## config.mk

```make
export PLATFORM = sky130hd
export DESIGN_NAME = atm_keypad_session
export DESIGN_NICKNAME = d
export VERILOG_FILES = /design/src/rtl/atm_keypad_session.sv
export SDC_FILE = /design/constraint.sdc
export NUM_CORES = 1
export LEC_CHECK = 0
export CAP_MARGIN = 5
export CORE_UTILIZATION = 39
export DETAILED_ROUTE_END_ITERATION = 10
export PLACE_DENSITY = 0.65
export SLEW_MARGIN = 20
export SYNTH_ARGS = -nofsm -noshare
export SYNTH_HDL_FRONTEND = slang
export SYNTH_SLANG_ARGS = --single-unit
```

## constraint.sdc

```tcl
create_clock -name Clock -period 2.6 [get_ports Clock]
set_input_delay 0.26 -clock Clock [delete_from_list [all_inputs] [get_ports Clock]]
set_output_delay 0.26 -clock Clock [all_outputs]
set_load 0.02 [all_outputs]
```

## src/rtl/atm_keypad_session.sv

```systemverilog
// Keypad front end for the ATM controller: assembles ID/password, runs the
// authorisation handshake with a retry lockout, then turns menu keys into commands.
module atm_keypad_session #(
  parameter int MAX_TRIES   = 3,
  parameter int RESP_WAIT   = 2,
  parameter int LOCK_CYCLES = 16
) (
  input  logic       Clock,
  input  logic       Reset,
  input  logic       KeyValid,
  input  logic [4:0] KeyCode,
  input  logic       ErrPass,
  input  logic       ErrBalance,
  output logic [7:0] ID,
  output logic [7:0] Password,
  output logic [2:0] Control,
  output logic [7:0] Request,
  output logic       Back,
  output logic       Eject,
  output logic [2:0] Stage,
  output logic       Locked,
  output logic       BalErr,
  output logic       KeyReject
);

  typedef enum logic [2:0] {
    ST_ID     = 3'd0,
    ST_PASS   = 3'd1,
    ST_WAIT   = 3'd2,
    ST_MENU   = 3'd3,
    ST_AMOUNT = 3'd4,
    ST_LOCK   = 3'd5
  } stage_t;

  localparam logic [4:0] K_ENTER = 5'h10;
  localparam logic [4:0] K_CLEAR = 5'h11;
  localparam logic [4:0] K_BACK  = 5'h12;
  localparam logic [4:0] K_EJECT = 5'h13;

  localparam int TMAX = (RESP_WAIT > LOCK_CYCLES) ? RESP_WAIT : LOCK_CYCLES;
  localparam int TW   = $clog2(TMAX + 1);
  localparam logic [TW-1:0] WAIT_LOAD = TW'(RESP_WAIT - 1);
  localparam logic [TW-1:0] LOCK_LOAD = TW'(LOCK_CYCLES - 1);
  localparam logic [3:0]    TRY_LIMIT = 4'(MAX_TRIES);

  stage_t        state;
  logic [1:0]    digits;
  logic [2:0]    sel;
  logic [3:0]    tries;
  logic [TW-1:0] timer;

  logic       is_digit;
  logic [3:0] digit;
  logic       pass_ok;
  logic       bal_hit;
  logic [7:0] field_cur;
  logic [7:0] field_shift;

  assign is_digit = ~KeyCode[4];
  assign digit    = KeyCode[3:0];
  assign Stage    = state;

  // An unknown response must never authorise, so only a clean 0 counts as OK.
  always_comb begin
    pass_ok = 1'b0;
    bal_hit = 1'b1;
    if (ErrPass == 1'b0)    pass_ok = 1'b1;
    if (ErrBalance == 1'b0) bal_hit = 1'b0;
  end

  always_comb begin
    case (state)
      ST_ID:   field_cur = ID;
      ST_PASS: field_cur = Password;
      default: field_cur = Request;
    endcase
    field_shift = {field_cur[3:0], digit};
  end

  // NOTE: all state and outputs use <= so every consumer sees the pre-edge values.
  always_ff @(posedge Clock) begin
    if (Reset) begin
      state     <= ST_ID;
      digits    <= '0;
      sel       <= '0;
      tries     <= '0;
      timer     <= '0;
      ID        <= '0;
      Password  <= '0;
      Control   <= '0;
      Request   <= '0;
      Back      <= 1'b0;
      Eject     <= 1'b0;
      Locked    <= 1'b0;
      BalErr    <= 1'b0;
      KeyReject <= 1'b0;
    end else begin
      Control   <= 3'b000;
      Back      <= 1'b0;
      Eject     <= 1'b0;
      KeyReject <= 1'b0;
      // NOTE: the set sits above every clear so a same-cycle clear overrides it.
      if (bal_hit && (state == ST_MENU || state == ST_AMOUNT)) BalErr <= 1'b1;

      case (state)
        ST_WAIT: begin
          if (KeyValid) KeyReject <= 1'b1;
          if (timer != '0) timer <= timer - TW'(1);
          else if (pass_ok) begin
            state  <= ST_MENU;
            tries  <= '0;
            sel    <= '0;
            digits <= '0;
          end else begin
            tries <= tries + 4'd1;
            if (tries + 4'd1 == TRY_LIMIT) begin
              state  <= ST_LOCK;
              Locked <= 1'b1;
              timer  <= LOCK_LOAD;
            end else begin
              state    <= ST_PASS;
              Password <= '0;
              digits   <= '0;
            end
          end
        end

        ST_LOCK: begin
          if (KeyValid) KeyReject <= 1'b1;
          if (timer != '0) timer <= timer - TW'(1);
          else begin
            state    <= ST_ID;
            Locked   <= 1'b0;
            ID       <= '0;
            Password <= '0;
            tries    <= '0;
            digits   <= '0;
          end
        end

        default: if (KeyValid) begin
          if (is_digit) begin
            if (state == ST_MENU) begin
              if (digit >= 4'd2 && digit <= 4'd5) sel <= digit[2:0];
              else KeyReject <= 1'b1;
            end else if (digits == 2'd2) begin
              KeyReject <= 1'b1;
            end else begin
              digits <= digits + 2'd1;
              case (state)
                ST_ID:   ID       <= field_shift;
                ST_PASS: Password <= field_shift;
                default: Request  <= field_shift;
              endcase
            end
          end else begin
            case (KeyCode)
              K_ENTER: begin
                if (state == ST_MENU) begin
                  if (sel == 3'b000) KeyReject <= 1'b1;
                  else if (sel == 3'b011 || sel == 3'b100) begin
                    state   <= ST_AMOUNT;
                    Request <= '0;
                    digits  <= '0;
                  end else begin
                    Control <= sel;
                    sel     <= '0;
                    BalErr  <= 1'b0;
                  end
                end else if (digits != 2'd2) begin
                  KeyReject <= 1'b1;
                end else begin
                  digits <= '0;
                  case (state)
                    ST_ID: state <= ST_PASS;
                    ST_PASS: begin
                      state <= ST_WAIT;
                      timer <= WAIT_LOAD;
                    end
                    default: begin
                      Control <= sel;
                      sel     <= '0;
                      BalErr  <= 1'b0;
                      state   <= ST_MENU;
                    end
                  endcase
                end
              end
              K_CLEAR: begin
                if (state == ST_MENU) KeyReject <= 1'b1;
                else begin
                  digits <= '0;
                  case (state)
                    ST_ID:   ID       <= '0;
                    ST_PASS: Password <= '0;
                    default: Request  <= '0;
                  endcase
                end
              end
              K_BACK: begin
                if (state == ST_MENU || state == ST_AMOUNT) begin
                  Back   <= 1'b1;
                  sel    <= '0;
                  digits <= '0;
                  state  <= ST_MENU;
                end else begin
                  KeyReject <= 1'b1;
                end
              end
              K_EJECT: begin
                // Retry count survives so ejecting cannot dodge the lockout.
                Eject    <= 1'b1;
                ID       <= '0;
                Password <= '0;
                Request  <= '0;
                sel      <= '0;
                digits   <= '0;
                BalErr   <= 1'b0;
                state    <= ST_ID;
              end
              default: KeyReject <= 1'b1;
            endcase
          end
        end
      endcase
    end
  end

endmodule

```

After elaboration in Yosys (flattened, before gate mapping)
Cells that the tools add are included.
Storage, ports and cells
  register bits after elaboration: 49
  logic and storage cells: 245
Operators by class
  equal/unequal tests: 58
  $lt $le $gt $ge: 2
  reductions and logical operators: 33
  add/sub/neg operators: 3
  bitwise gates (word level): 7
  muxes and demuxes: 128
Operators by type and width (count)
  $mux 8: 27
  $mux 3: 28
  $pmux 8 s2: 4
  $mux 5: 10
  $mux 1: 28
  $mux 2: 14
  $reduce_and 9->1: 3
  $ne 5x5->1 const B: 5
  $ne 2x2->1 const B: 12
  $ne 3x3->1 const B: 8
  $pmux 8 s3: 1
  $reduce_and 12->1: 2
  $reduce_and 11->1: 2
  $reduce_bool 3->1: 7
  $eq 5x5->1 const B: 4
  $pmux 3 s3: 2
  $ne 4x4->1 const B: 4
  $pmux 4 s2: 2
  $mux 4: 3
  $ne 4x2->1 const B: 3
  $pmux 3 s2: 2
  $reduce_or 6->1: 2
  $ne 5x1->1 const B: 2
  $pmux 5 s2: 1
  other kinds (33): 55

Logic depth before layout (Yosys ltp)
  depth in word-level cells: 11
  depth in mapped cells: 9

Least setup slack after synthesis
No wires, ideal clock.
  path type: reg-to-reg
  start point: register timer[0]
  end point: register sel[2]
  period minus slack after synthesis: 2.063 ns
  cell stages (with the launch flop): 9
  data required time: 2.479 ns
  slack: 0.537 ns
  data arrival time: 1.942 ns
  path buffers: 0
  cells stage by stage: dfxtp_1 > inv_1 > ha_1 > nand2b_1 > or3_1 > o21ai_0 > a21oi_1 > nor4_2 > mux2_4
On the way
  word-level cells in the longest chain between the ends: 3
Ends and longest elaborated chain
  start: declaration: line 50  | logic [TW-1:0] timer;
  start signal: assignment: line 108  | if (timer != '0) timer <= timer - TW'(1);
  start signal: assignment: line 130  | if (timer != '0) timer <= timer - TW'(1);
  $reduce_bool 5->1: line 108
  $ne 2x2->1 (no source line)
  $reduce_and 12->1 (no source line)
  end signal: assignment: line 144  | if (digit >= 4'd2 && digit <= 4'd5) sel <= digit[2:0];
  end: declaration: line 48  | logic [2:0] sel;
No other way between the ends.
A chain may end at the register's enable or synchronous reset.

Worst setup path in the final report
  start point: register state[2], in the netlist Stage[2]
  end point: register Request[4]
On the way
  word-level cells in the longest chain between the ends: 6
Ends and longest elaborated chain
  start: declaration: line 46  | stage_t state;
  start signal: assignment: line 83  | state <= ST_ID;
  start signal: assignment: line 110  | state <= ST_MENU;
  start signal: assignment: line 117  | state <= ST_LOCK;
  $eq 3x1->1 / $logic_not 3->1 (equally long branches): line 72, 150, 193
  $pmux 4 s2: line 72  | case (state)
  $mux 8: line 150  | case (state)
  $mux 8: line 146  | end else if (digits == 2'd2) begin
  $mux 8: line 143  | if (state == ST_MENU) begin
  $mux 8: line 142  | if (is_digit) begin
  end signal: assignment: line 153  | default: Request <= field_shift;
  end: declaration: line 17  | output logic [7:0] Request,
Parallel ways exist; a longest one is shown, timed or not. The select of a mux whose other input is x is not followed.

==> reports/metrics.yaml <==
critical_path:
  critPathRequiredTime_ps: 2840
  critical_path.top_delay_family: "simple AND/OR/NAND/NOR gates"
  cp_max_fo: 12
  startpoint_type: "flip-flop"
  cp-end-kind: "flip-flop"
  cp_slowest_cell: "dfxtp_1"
  crit_chain: "or3b_1, o2111ai_1, a21oi_1, nand3_1, or3b_2, a21oi_1"
  critPathMaxStageDelay_ps: 640
  rrSetupSlack_ps: 180
  worst-setup-path-type: "reg -> reg"
  worst-path-buf-inv: 0
  critPathMostFrequentCell: "a21oi_1"
  arrival_ps: 2650
sta:
  skew_ps: 5.53
  setup-tns-final_ps: 0
  rsz0062_at_grt: "false"
  fmax_ghz: 0.414
  min_period_over_period_pct: 92.9
  report.final.hold_viol_count: 0
  finalCriticalPeriod_ps: 2420
  setup_violations: 0
  setup_ws_ps: 184
  max-slew-margin-rel_pct: 42.1
  drv_slew: 0
  worst_pin_slew_ps: 862
outcome:
  status: "complete, no violations"
routing:
  drtPass1Iterations: 5
  detail-route-antenna-nets: 0
  drt_iter0_markers: 236
  via_count: 2937
  routedWlPerCell_um: 16.1
  drt-total-wl_mm: 8.16
  avgViaCountPerCell: 5.78
  drc: 0
floorplan:
  pin_count: 45
  fp.coreArea_mm2: 0.00687
  die_w_um: 86.8
  die_h_um: 86.8
  fp-row-count: 30
  die_area_mm2: 0.00753
  start_util_pct: 40.8
placed_design:
  pre_cts_slack_ps: 68.2
  routabilityCongestion: 0.915
  port_buffers: 44
  dp_hpwl_mm: 5.97
power:
  combPwrFrac_pct: 12.6
  vdd_drop_max_uv: 251
  pwr-share-seq_pct: 50.2
  pwr-share-clk_pct: 37.2
  p_sw_w: 0.000379
  power.leakage_nw: 1.30
  power_density_mw_per_mm2: 428
  p_int_w: 0.00115
  switching_share_pct: 24.8
synthesis:
  netlist_instances: 355
  synthDistinctLibCells: 64
  synth_most_common_cell: "dfxtp_1"
  async_flop_share_pct: 0
  syn_avg_cell_area_um2: 7.90
  ys_seq_area_share_pct: 35.0
  yosysTopAreaCell: "dfxtp_1"
  yosysTopAreaCellShare_pct: 35.0
  ys_seq_elements: 49
  yosysWarnings: 0
  syn-num-nets: 369
  synth_flop_cell: "dfxtp_1"
  yosys-top-cells-count: "dfxtp_1 (49), nor2_1 (46), nand2_1 (36)"
  synth_edf_count: 0
  synth_area_mm2: 0.00280
  yosys-top-cells-area: "dfxtp_1 (35%), nor2_1 (6.2%), a21oi_1 (5.7%)"
final_layout:
  layout.nets: 425
  drive_gt1_share_pct: 16.3
  diodes: 0
  syn2layout_area_growth_pct: 27.6
clock_tree:
  clockBufferDepth: 2
  cts_tree: "done"
  numCtsBuffers: 5
  post_cts_resized: 0
  clk_pin_slew_ps: 90
  cts_setup_buffers: 0
  hold_buffers: 0
  insertion_delay_ps: 300
  clock-sinks: 49
  ctsRootBufferMaster: "clkbuf_8"
  htree_levels: 2
global_route:
  grt_overflow: 0
  grt_pass1_vias: 2715
  grt_first_pass_wirelength_mm: 13.0
  antenna_found_initial: 0
  grt_max_degree: 23
  grt_usage_pct: 22.2
job:
  cap_violations: 0
min_path:
  holdCritPathClass: "reg -> reg"
-- stage by stage --
step | total power (W) | cell area [um2] | util [%] | hold WS [ps] | cells
floorplan | 0.000900 | 2800 | - | 421 | 355
global placement | 0.000977 | 3460 | 50.4 | 434 | 500
detailed placement | 0.000975 | 3460 | 50.4 | 447 | 500
CTS | 0.00154 | 3580 | 52.1 | 459 | 508
global route | 0.00159 | 3580 | 52.1 | 493 | 508
finish | 0.00153 | 3580 | 52.1 | 458 | 508
-- area by class of cell --
class | count | area, um2
Clock inverter | 1 | 30.0
Timing Repair Buffer | 70 | 648
Fill cell | 646 | 3290
Sequential cell | 49 | 981
Inverter | 14 | 52.6
Multi-Input combinational cell | 271 | 1660
Clock buffer | 7 | 86.3
Tap cell | 96 | 120
-- sequential cells by signal, summed over array words and instances (netlist names) --
name,flops
Request,8
digits,2
Eject,1
Password,8
sel,3
KeyReject,1
Stage,3
Back,1
BalErr,1
timer,5
Control,3
ID,8
Locked,1
tries,4
-- cells in the final DEF, fill, tap and decap left out, types with 10 or more instances in the layout --
cell type | Yosys | routed
inv_1 | 14 | 14
a21oi_1 | 32 | 32
o21ai_0 | 17 | 17
dfxtp_1 | 49 | 49
nand2_1 | 36 | 36
nor3_1 | 10 | 10
nand3_1 | 18 | 18
buf_4 | 4 | 25
nor2_1 | 46 | 46
mux2i_1 | 13 | 13
clkdlybuf4s50_1 | 0 | 44
a31o_2 | 14 | 14
-- kinds of logic after synthesis --
kind of cell	after synthesis	share of synthesized area [%]
AOI/OAI and AO/OA	97	23.1
xor gates and xnor gates	1	0.312
adders and majority gates	4	1.78
buffers and inverters	35	5.80
DFF	49	35.0
muxes	14	5.18
and+or+nand+nor	155	28.8
-- final timing paths --
path / from / end / cells after the start
worst max-delay path: Stage[2] / Request[4] / 6
worst min-delay path: timer[4] / timer[4] / 2
worst max register to register: Stage[2] / Request[4] / 6
worst min register to register: timer[4] / timer[4] / 2
-- routing by layer --
| metal | global-route usage [%] | up-vias | part of all wire, % | wire [um] |
|---|---|---|---|---|
| li1 | - | 1397 | - | - |
| met1 | 28.4 | 1366 | 43 | 3520 |
| met2 | 36.2 | 151 | 46 | 3760 |
| met4 | 8.03 | 0 | 2.6 | 215 |
| met3 | 5.33 | 23 | 8.1 | 664 |
| met5 | 0 | - | 0 | 0 |
-- worst min-delay path, stage by stage, from the launching register on --
cell and delay, ps:
dfxtp_1 330, nand2_1 60, a21oi_1 30
-- power groups by stage --
stage          Sequential, W  Clock [W]  Combinational, W
6_report            0.000768   0.000570          0.000193
5_1_grt             0.000770   0.000608          0.000209
4_1_cts             0.000768   0.000582          0.000191
3_5_place_dp        0.000786          0          0.000190
3_3_place_gp        0.000786          0          0.000191
2_1_floorplan       0.000792          0          0.000109
No activity file was read; power rests on OpenSTA's default activity.
